$ cat src/rtl/fp19_acc.sv
// ============================================================================
// fp19_acc : grouped accumulator for 19-bit float products (1/8/10). Rev 1.0
// ============================================================================
`default_nettype none

module fp19_acc #(
  parameter int CNT_W = 8
) (
  input  logic             clk,
  input  logic             rst_n,
  input  logic             in_valid,
  output logic             in_ready,
  input  logic [18:0]      in_data,
  input  logic             in_exc,
  input  logic             in_last,
  output logic             out_valid,
  input  logic             out_ready,
  output logic [18:0]      out_data,
  output logic             out_exc,
  output logic [CNT_W-1:0] out_count
);

  typedef enum logic [2:0] {
    S_IDLE  = 3'd0,
    S_ALIGN = 3'd1,
    S_ADD   = 3'd2,
    S_NORM  = 3'd3,
    S_ROUND = 3'd4,
    S_OUT   = 3'd5
  } state_t;

  state_t           state_q, state_d;
  logic [18:0]      acc_q, acc_d;
  logic [18:0]      term_q, term_d;
  logic             texc_q, texc_d;
  logic             last_q, last_d;
  logic             sticky_q, sticky_d;
  logic [CNT_W-1:0] cnt_q, cnt_d;
  logic [12:0]      big_q, big_d;
  logic [12:0]      small_q, small_d;
  logic             sign_q, sign_d;
  logic             sub_q, sub_d;
  logic [8:0]       exp_q, exp_d;
  logic [13:0]      sum_q, sum_d;
  logic             zero_q, zero_d;

  // Operand ordering and alignment: significands carry {sig[10:0], guard, sticky}.
  logic        acc_is_big;
  logic [18:0] big_op, small_op;
  logic [10:0] big_sig, small_sig;
  logic [7:0]  exp_diff;
  logic [22:0] shift_wide;
  logic [12:0] small_aligned;

  assign acc_is_big    = (acc_q[17:0] >= term_q[17:0]);
  assign big_op        = acc_is_big ? acc_q : term_q;
  assign small_op      = acc_is_big ? term_q : acc_q;
  assign big_sig       = {|big_op[17:10], big_op[9:0]};
  assign small_sig     = {|small_op[17:10], small_op[9:0]};
  assign exp_diff      = big_op[17:10] - small_op[17:10];
  assign shift_wide    = {small_sig, 12'd0} >> exp_diff;
  assign small_aligned = (exp_diff > 8'd12) ? {12'd0, |small_sig}
                                            : {shift_wide[22:11], |shift_wide[10:0]};

  // Round up only when both guard and sticky are set.
  logic [10:0] rnd_mant;
  logic [8:0]  rnd_exp;

  assign rnd_mant = {1'b0, sum_q[11:2]} + {10'd0, sum_q[1] & sum_q[0]};
  assign rnd_exp  = exp_q + {8'd0, rnd_mant[10]};

  assign in_ready  = (state_q == S_IDLE) && rst_n;
  assign out_valid = (state_q == S_OUT);
  assign out_data  = acc_q;
  assign out_exc   = sticky_q;
  assign out_count = cnt_q;

  always_comb begin
    state_d  = state_q;
    acc_d    = acc_q;
    term_d   = term_q;
    texc_d   = texc_q;
    last_d   = last_q;
    sticky_d = sticky_q;
    cnt_d    = cnt_q;
    big_d    = big_q;
    small_d  = small_q;
    sign_d   = sign_q;
    sub_d    = sub_q;
    exp_d    = exp_q;
    sum_d    = sum_q;
    zero_d   = zero_q;
    case (state_q)
      S_IDLE: begin
        if (in_valid) begin
          term_d  = in_data;
          texc_d  = in_exc | (&in_data[17:10]);
          last_d  = in_last;
          cnt_d   = (&cnt_q) ? cnt_q : cnt_q + CNT_W'(1);
          state_d = S_ALIGN;
          if (in_exc || (&in_data[17:10])) sticky_d = 1'b1;
        end
      end
      S_ALIGN: begin
        big_d   = {big_sig, 2'b00};
        small_d = small_aligned;
        sign_d  = big_op[18];
        sub_d   = big_op[18] ^ small_op[18];
        exp_d   = {1'b0, big_op[17:10]};
        state_d = S_ADD;
      end
      S_ADD: begin
        sum_d   = sub_q ? ({1'b0, big_q} - {1'b0, small_q})
                        : ({1'b0, big_q} + {1'b0, small_q});
        zero_d  = 1'b0;
        state_d = S_NORM;
      end
      S_NORM: begin
        if (sum_q == 14'd0) begin
          zero_d  = 1'b1;
          state_d = S_ROUND;
        end else if (sum_q[13]) begin
          sum_d   = {1'b0, sum_q[13:3], sum_q[2], sum_q[1] | sum_q[0]};
          exp_d   = exp_q + 9'd1;
          state_d = S_ROUND;
        end else if (sum_q[12]) begin
          state_d = S_ROUND;
        end else if (exp_q <= 9'd1) begin
          // Underflow flushes silently to +0.
          zero_d  = 1'b1;
          state_d = S_ROUND;
        end else begin
          sum_d = {sum_q[12:0], 1'b0};
          exp_d = exp_q - 9'd1;
        end
      end
      S_ROUND: begin
        if (!texc_q) begin
          if (zero_q) begin
            acc_d = 19'd0;
          end else if (rnd_exp >= 9'd255) begin
            acc_d    = {sign_q, 18'd0};
            sticky_d = 1'b1;
          end else begin
            acc_d = {sign_q, rnd_exp[7:0], rnd_mant[9:0]};
          end
        end
        state_d = last_q ? S_OUT : S_IDLE;
      end
      S_OUT: begin
        if (out_ready) begin
          acc_d    = 19'd0;
          sticky_d = 1'b0;
          cnt_d    = '0;
          state_d  = S_IDLE;
        end
      end
      default: state_d = S_IDLE;
    endcase
  end

  always_ff @(posedge clk) begin
    if (!rst_n) begin
      state_q  <= S_IDLE;
      acc_q    <= 19'd0;
      term_q   <= 19'd0;
      texc_q   <= 1'b0;
      last_q   <= 1'b0;
      sticky_q <= 1'b0;
      cnt_q    <= '0;
      big_q    <= 13'd0;
      small_q  <= 13'd0;
      sign_q   <= 1'b0;
      sub_q    <= 1'b0;
      exp_q    <= 9'd0;
      sum_q    <= 14'd0;
      zero_q   <= 1'b0;
    end else begin
      state_q  <= state_d;
      acc_q    <= acc_d;
      term_q   <= term_d;
      texc_q   <= texc_d;
      last_q   <= last_d;
      sticky_q <= sticky_d;
      cnt_q    <= cnt_d;
      big_q    <= big_d;
      small_q  <= small_d;
      sign_q   <= sign_d;
      sub_q    <= sub_d;
      exp_q    <= exp_d;
      sum_q    <= sum_d;
      zero_q   <= zero_d;
    end
  end

endmodule

`default_nettype wire
$ cat config.mk
export PLATFORM = sky130hd
export DESIGN_NAME = fp19_acc
export DESIGN_NICKNAME = d
export VERILOG_FILES = /design/src/rtl/fp19_acc.sv
export SDC_FILE = /design/constraint.sdc
export NUM_CORES = 1
export LEC_CHECK = 0
export CORE_ASPECT_RATIO = 1.1
export CORE_UTILIZATION = 65
export DETAILED_ROUTE_END_ITERATION = 8
export PLACE_DENSITY_LB_ADDON = 0.3
export SETUP_SLACK_MARGIN = 0.1
export SLEW_MARGIN = 40
export SYNTH_ARGS = -nofsm -noshare
export SYNTH_HDL_FRONTEND = slang
export SYNTH_SLANG_ARGS = --single-unit
$ cat constraint.sdc
create_clock -name clk -period 13.49 [get_ports clk]
set_input_delay 2.0235 -clock clk [delete_from_list [all_inputs] [get_ports clk]]
set_output_delay 2.0235 -clock clk [all_outputs]
set_load 0.005 [all_outputs]
After elaboration in Yosys (flattened, before gate mapping) --
Cells that the tools add are included. W data, S select, Z words.
Word-level totals: register bits after elaboration 102, input port bits 25
Cells by class: bitwise gates (word level) 4, add/sub/neg operators 8, eq/ne operators 19, mux-type cells 43, shift-type cells 1, reduce and logical (&&, ||, !) cells 24, magnitude comparators 4
Operator list (number):
- $mux W19 | 5
- $mux W13 | 4
- $pmux W19 S2 | 1
- $mux W9 | 4
- $mux W14 | 2
- $pmux W14 S2 | 1
- $mux W8 | 3
- $shr A23 B8 Y23 | 1
- $mux W3 | 7
- $ge A18 B18 Y1 | 1
- $mux W18 | 1
- $pmux W3 S6 | 1
- $pmux W9 S2 | 1
- $reduce_or A18 Y1 | 1
- $pmux W8 S2 | 1
- $reduce_and A4 Y1 | 4
- $reduce_and A8 Y1 | 2
- $reduce_or A8 Y1 | 2
- $ne A3 B3 Y1 const B | 5
- $add A13 B13 Y14 | 1
- $logic_not A14 Y1 | 1
- $sub A13 B13 Y14 | 1
- $ne A2 B2 Y1 const B | 6
- $add A10 B1 Y11 | 1
- other kinds (28) | 46

Longest topological paths before layout --
Gate-level depths: netlist of the first run.
depth in word-level cells 8, depth in mapped cells 22, mapped depth without buffers 19

Worst setup path before layout of the first run --
OpenSTA, ideal clock, no wires.
path type input -> output, from input rst_n, to output in_ready, required time 11.466 ns, path slack 8.832 ns, stages 3, data arrival time 2.634 ns, cells stage by stage clkbuf_1 clkbuf_1 and2_1
Between the ends: cells in the longest elaborated chain, start to end 1
RTL lines:
- start, declared | RTL line 10 | input logic rst_n,
- $logic_and A1 B1 Y1 | RTL line 72 | assign in_ready = (state_q == S_IDLE) && rst_n;
- end, declared | RTL line 12 | output logic in_ready,
Every way passes these cells.

Worst setup path in the final report of the first run --
from register term_q[10], to register small_q[0]
Between the ends: cells in the longest elaborated chain, start to end 6, elaborated cells on any way between the ends 10, those cells by class 1 x add/sub; 2 x order compare; 1 x shift; 3 x mux; 3 x reduce/logical
RTL lines:
- start, declared | RTL line 34 | logic [18:0] term_q, term_d;
- start signal, assigned | RTL line 181 | term_q <= term_d;
- $ge A18 B18 Y1 | RTL line 55 | assign acc_is_big = (acc_q[17:0] >= term_q[17:0]);
- $mux W19 (on tied branches) | RTL line 56, 57
- $sub A8 B8 Y8 / $reduce_or A8 Y1 (equally long branches) | RTL line 60, 59
- $shr A23 B8 Y23 | RTL line 61 | assign shift_wide = {small_sig, 12'd0} >> exp_diff;
- $reduce_or A11 Y1 | RTL line 63 | : {shift_wide[22:11], |shift_wide[10:0]};
- $mux W13 * | RTL line 62 | assign small_aligned = (exp_diff > 8'd12) ? {12'd0, |small_sig}
- end signal, assigned | RTL line 187 | small_q <= small_d;
- end, declared | RTL line 40 | logic [12:0] small_q, small_d;
Every way passes the cells marked *; elsewhere a longest branch is shown, timed or not. A chain may end at the register's enable or synchronous reset.

==> metrics, run 1 <==
CTS HTree Levels=3; worst hold-check path type=flip-flop to flip-flop; P_leak=0.00346 uW; Routed WL per cell=18.2 um; DP HPWL=15.1 mm; initial antenna violation count=0; IO Pins=55; relative slew slack=45.8%; Setup crit start=term_q[10]; Clock power frac=27.2%; P_sw=362 uW; P_int=600 uW; measured slew at the worst slew-check pin=0.811 ns; Worst EP required=13.72 ns; fin crit period=5.52 ns; Via density=6.54; GRT Util Overall=34.7%; # Post-CTS Setup Buffers=0; Yosys cell types=79; hold buffer count at cts=0; Row Count=41; Startpoint Class=flip-flop; r2r worst-path depth=18; worst setup path category=flip-flop to flip-flop; CP endpoint kind=flip-flop; highest ir drop seen on vdd=111 uV; Die Ht=116 um; Initial Util=67.0%; n_diodes=0; area share of the largest cell type after synthesis=26.5%; Max Slew Vio Count=0; DRT iter0 DRCs=616; die width=106 um; Mapped Area=0.00770 sq mm; # setup viols final=0; crit-path max FO=17; syn avg cell area=7.85 sq um; first-pass GRT wire length=33.7 mm; DRC=0; FF-to-FF setup slack=7.97 ns; Setup TNS Final=0 ns; ratio of cells with drive above 1 in the final layout=5.04%; CTS max path bufs=2; Post-CTS Resized=0; PD cells=113 mW/mm^2; number of synthesized flops with an enable pin=0; port bufs=54; commonest register cell after synthesis=dfxtp_1; Clock Sinks=102; Data arrival, critical path=5.75 ns; grt total ovfl=0; Final Hold Fails=0; Fin Clk Skew=0.0125 ns; Synth-to-Final Area Change=10.6%; GP Congestion=0.936; final core utilization=74.1%; combinational share of power=35.2%; Synth Net Count=1056; Synth warnings=0; Clock Pin Slew Worst Setup and Hold Paths=0.07 ns; most frequent cells after synthesis=nand2_1 (113), dfxtp_1 (102), nor2_1 (77); sequential power share=37.6%; Detailed Routing Iterations Pass 1=5; most instantiated library cell after synthesis=nand2_1; status=finished clean; synth top area cells=dfxtp_1 (27%), ha_1 (8.1%), nand2_1 (5.5%), a21oi_1 (4.4%), o21ai_0 (3.9%); reg2reg end=small_q[0]; post-synthesis cell count=980; CTS tree=done; crit path capture=small_q[0]; die footprint=0.0123 sq mm; ANT nets after route=0; reg2reg start=term_q[10]; Async SR Flop Fraction=0%; root buffer cell=clkbuf_16; sw frac=37.6%; clk_lat worst skew=0.37 ns; Tcrit/Tclk final=41.0%; number of synthesized register bits=102; RSZ-0062 raised after global routing=no; total wire length=20.7 mm; core area=0.0115 sq mm; Seq/Total Area, Yosys=26.5%; CTS Buf Count=9; largest net degree at the start of global routing=74; Max Cap Viol=0; achievable frequency=181 MHz; Layout Nets=1063; Yosys top cell by area=dfxtp_1; number of global-route vias before repair=6839; vias=7469
worst min path at each step:
stage	start	end	depth (start not counted)
finish	last_q	last_q	2
global route	term_q[13]	term_q[13]	2
CTS	last_q	last_q	2
detailed placement	last_q	last_q	2
global placement	last_q	last_q	2
floorplan	last_q	last_q	2
per-stage QoR:
step / hold WS, ns / cells / power, uW / area, sq um / setup WS [ns]
global route: 0.506 / 1142 / 1010 / 8510 / 7.52
finish: 0.480 / 1142 / 962 / 8510 / 7.97
CTS: 0.476 / 1142 / 956 / 8510 / 8.10
detailed placement: 0.466 / 1126 / 697 / 8220 / 8.11
floorplan: 0.437 / 980 / 621 / 7700 / 8.83
global placement: 0.463 / 1126 / 689 / 8200 / 8.08
power groups by stage:
stage,combinational [uW],sequential [uW],clock [uW]
after floorplan,271,349,0
after global placement,323,366,0
after detailed placement,330,367,0
after CTS,333,360,263
after global routing,371,365,276
final,338,362,262
sequential cells by signal (all words and copies together) (netlist names):
signal,flops
last_q,1
sign_q,1
big_q,11
state_q,3
out_data,19
zero_q,1
out_count,8
out_exc,1
texc_q,1
term_q,19
sum_q,14
exp_q,9
small_q,13
sub_q,1
worst max-delay path, stage by stage (launching register included):
cell	delay, ns
dfxtp_1	0.36
inv_1	0.11
ha_1	0.73
nand2_1	0.16
nor4_2	0.23
nand3_1	0.17
o21ai_2	0.45
nor2_2	0.26
a31oi_1	0.23
ha_1	0.23
nor3_1	0.07
o21ai_0	0.21
o2111ai_1	0.22
nor3_4	0.58
mux4_2	0.61
nor4_1	0.31
a211oi_1	0.11
and4bb_1	0.26
o32ai_1	0.08
final cells by class:
type                    instances  area (sq um)
well taps                     150           188
repair buffers                 59           573
clock inverters                 5          40.0
flip-flops and latches        102          2040
multi-input cells             763          5220
inverters                      52           195
clock buffers                  11           253
fillers                       870          2980
cell families after synthesis:
group	after synthesis	synth area share, %
multiplexers	38	7.25
adder cells (fa/ha/maj)	51	8.39
flip-flops	102	26.5
XOR/XNOR	34	3.87
buffers and inverters	115	6.00
AO/OA/AOI/OAI	296	25.9
AND/OR/NAND/NOR	344	22.0
cell usage in the layout, fill, tap and decap left out, types with 4 or more instances in the layout:
| master | count |
|---|---|
| nand2_1 | 113 |
| ha_1 | 50 |
| a22oi_1 | 22 |
| mux2i_1 | 25 |
| mux4_2 | 5 |
| o21bai_1 | 7 |
| clkbuf_16 | 9 |
| o21a_1 | 8 |
| nand4_1 | 13 |
| or3_1 | 9 |
| a221oi_1 | 6 |
| o211a_1 | 12 |
| or4_1 | 4 |
| xor2_1 | 15 |
| nand2b_1 | 12 |
| inv_1 | 52 |
| a21boi_0 | 22 |
| xnor2_1 | 19 |
| and3_1 | 8 |
| nand3_1 | 16 |
| o211ai_1 | 13 |
| nor2_1 | 76 |
| mux4_1 | 7 |
| a211oi_1 | 16 |
| a21o_1 | 12 |
| clkdlybuf4s50_1 | 53 |
| a22o_1 | 7 |
| buf_4 | 5 |
| dfxtp_1 | 101 |
| nor2b_1 | 27 |
| a21oi_1 | 68 |
| a31oi_1 | 8 |
| and2_1 | 11 |
| nor3_1 | 21 |
| nor4_1 | 14 |
| o21ai_0 | 59 |
metal layers:
metal / track usage, % / share of wire [%]
met1: 43.5 / 41
met3: 4.85 / 7.1
met2: 59.5 / 48
met5: 0 / 0
met4: 16.2 / 3.7
(Power assumes the default switching activity.)
==> run 2, diff against run 1 <==
- CORE_UTILIZATION: 65 -> 60
- clock period: 13.49 -> 5.75 ns (I/O delays scaled with it)
==> run 2 against run 1 <==
Routed wire length is 2.1% higher. Register-to-register slack lost 7.2 ns. Critical endpoint unchanged. Total power up 140%. Fmax is 12% higher. Clock power rose by 140%. Flip-flop and latch count stayed put. Critical path depth increased by 2. Highest routed layer unchanged. Clock skew decreased by 0.0049 ns. Clock-buffer cell count stayed put. Global-route usage decreased by 1.2 points. Combinational power up 140%. Sequential share of layout area is 0.12 points lower.
==> metrics, run 2 (synthesis results as in run 1) <==
slowest cell on the critical path=ha_1; P_sw=858 uW (+140%); commonest non-fill, non-tap cell in the layout=nand2_1; met3 Use GR=6.63% (+1.8 points); Worst Hold Depth=2 (unchanged); met1 Resource Use GR=41.1% (-2.4 points); hold buffer count at cts=0 (unchanged); Fin Clk Skew=0.00759 ns (-0.00489 ns); Die Ht=121 um (+4.0%); number of fill cells=1053 (+21%); IO Pins=55 (unchanged); fin crit period=4.95 ns (-0.570 ns); core area=0.0125 sq mm (+9.1%); most frequent cells in the layout=nand2_1 (113), dfxtp_1 (100), nor2_1 (76); Max Cap Viol=0 (unchanged); ANT nets after route=0 (unchanged); CTS tree=done; DRT iter0 DRCs=556 (-9.7%); die width=110 um (+4.0%); Clock Pin Slew Worst Setup and Hold Paths=0.07 ns (about the same); placed cells=1139 (+1.2%); clk_lat worst skew=0.36 ns (about the same); P_leak=0.00347 uW (+0.49%); Initial Util=61.4% (-5.6 points); Worst EP required=5.99 ns (-7.73 ns); highest ir drop seen on vdd=205 uV (+85%); grt total ovfl=0 (unchanged); Routed WL per cell=18.3 um (+0.93%); Via density=6.39 (-2.3%); Layout Nets=1069 (+0.56%); Synth-to-Final Area Change=11.2%; final core utilization=68.3% (-5.8 points); DP HPWL=15.4 mm (+2.5%); final worst slack=0.796 ns (-7.17 ns); Clock power frac=27.1% (about the same); Data arrival, critical path=5.19 ns (-0.56 ns); Post-CTS Resized=0 (unchanged); largest net degree at the start of global routing=74 (unchanged); area post-placement=0.00826 sq mm (+0.55%); Row Count=43 (+4.9%); Setup TNS Final=0 ns (unchanged); dpl ws=0.890 ns (-7.22 ns); PD cells=265 mW/mm^2 (+130%); CTS Buf Count=9 (unchanged); Final Hold Fails=0 (unchanged); first-pass GRT wire length=34.4 mm (+2.0%); GP Congestion=0.908 (-3.1%); # Post-CTS Setup Buffers=0 (unchanged); RSZ-0062 raised after global routing=no; r2r worst-path depth=20 (+2); ratio of cells with drive above 1 in the final layout=5.71% (+0.67 points); combinational share of power=35.4% (+0.2 points); status=finished clean; n_diodes=0 (unchanged); measured slew at the worst slew-check pin=0.794 ns (-0.0169 ns); global routing's busiest layer=met2; DRC=0 (unchanged); Max Slew Vio Count=0 (unchanged); # setup viols final=0 (unchanged); Tcrit/Tclk final=86.2% (+45 points); final instance area=0.00856 sq mm (+0.54%); total wire length=21.2 mm (+2.1%); Detailed Routing Iterations Pass 1=5 (unchanged); achievable frequency=202 MHz (+12%); vias=7378 (-1.2%); met2 Use GR=56.3% (-3.3 points); port bufs=54 (unchanged); worst hold-check path type=flip-flop to flip-flop; P_int=1410 uW (+140%); initial antenna violation count=0 (unchanged); crit-path max FO=13 (-4); Crit path largest cell delay=0.46 ns (-0.27 ns); die footprint=0.0133 sq mm (+8.2%); Crit path top cell by count=ha_1; GRT Util Overall=33.5% (-1.2 points); CTS HTree Levels=3 (unchanged); worst path cell trace=inv_1, ha_1, nand2_1, nor4_2, nand3_1, o21ai_2, nor2_2, a31oi_1, ha_1, nor3_1, o21ai_0, o2111ai_1, nor3_2, buf_4, mux2i_1, a22oi_1, a211oi_1, o221ai_1, and4bb_1, o32ai_1; non-filler cells, final=1155 (+1.1%); CP endpoint kind=flip-flop; Clock Sinks=102 (unchanged); Startpoint Class=flip-flop; number of global-route vias before repair=6903 (+0.94%); root buffer cell=clkbuf_16; CTS max path bufs=2 (unchanged); relative slew slack=46.9% (+1.1 points); worst setup path category=flip-flop to flip-flop; sequential power share=37.5% (about the same); sw frac=37.8% (+0.19 points)
[run 2: cell count changes in the layout (fill, tap and decap cells not counted), sizes merged]
cell,change
inv,-1
buf,+6
clkinv,-1
clkinvlp,+2
[run 2: path summary, 6_finish.rpt]
path | start | endpoint | slack [ns]
worst max-delay path | term_q[12] | small_q[0] | 0.80
worst min-delay path | last_q | last_q | 0.46
worst max register to register | term_q[12] | small_q[0] | 0.80
worst min register to register | last_q | last_q | 0.46
[run 2: power by group through the flow]
stage | Combinational (uW) | Sequential [uW] | Clock, uW
floorplan | 637 | 819 | 0
CTS | 791 | 849 | 619
detailed placement | 787 | 864 | 0
global route | 884 | 862 | 646
finish | 804 | 852 | 616
global placement | 776 | 862 | 0
[run 2: routing by layer]
metal  vias up  wire length [um]
met2       299             10300
met1      3456              8770
met4         0               680
met5         -                 0
li1       3573                 -
met3        50              1420
[run 2: critical path, delay by kind of cell (launching register included)]
| kind | cells | cell delay (ns) |
|---|---|---|
| flops | 1 | 0.38 |
| fa+ha+maj | 2 | 0.68 |
| simple gates | 7 | 1.53 |
| mux | 1 | 0.25 |
| buf+inv | 2 | 0.37 |
| compound gates | 8 | 1.61 |
[run 2: layout make-up]
cell class              instances  area [sq um]  share of cell area, %
clock inverters                 5          41.3                  0.482
well taps                     157           196                   2.29
flip-flops and latches        102          2040                   23.9
multi-input cells             763          5210                   60.9
clock buffers                  11           253                   2.95
repair buffers                 65           618                   7.22
inverters                      52           195                   2.28
[run 2: metrics by stage]
step / hold WS, ns / power (uW)
4_1_cts: 0.458 / 2260
2_1_floorplan: 0.437 / 1460
6_report: 0.463 / 2270
5_1_grt: 0.487 / 2390
3_5_place_dp: 0.448 / 1650
3_3_place_gp: 0.446 / 1640
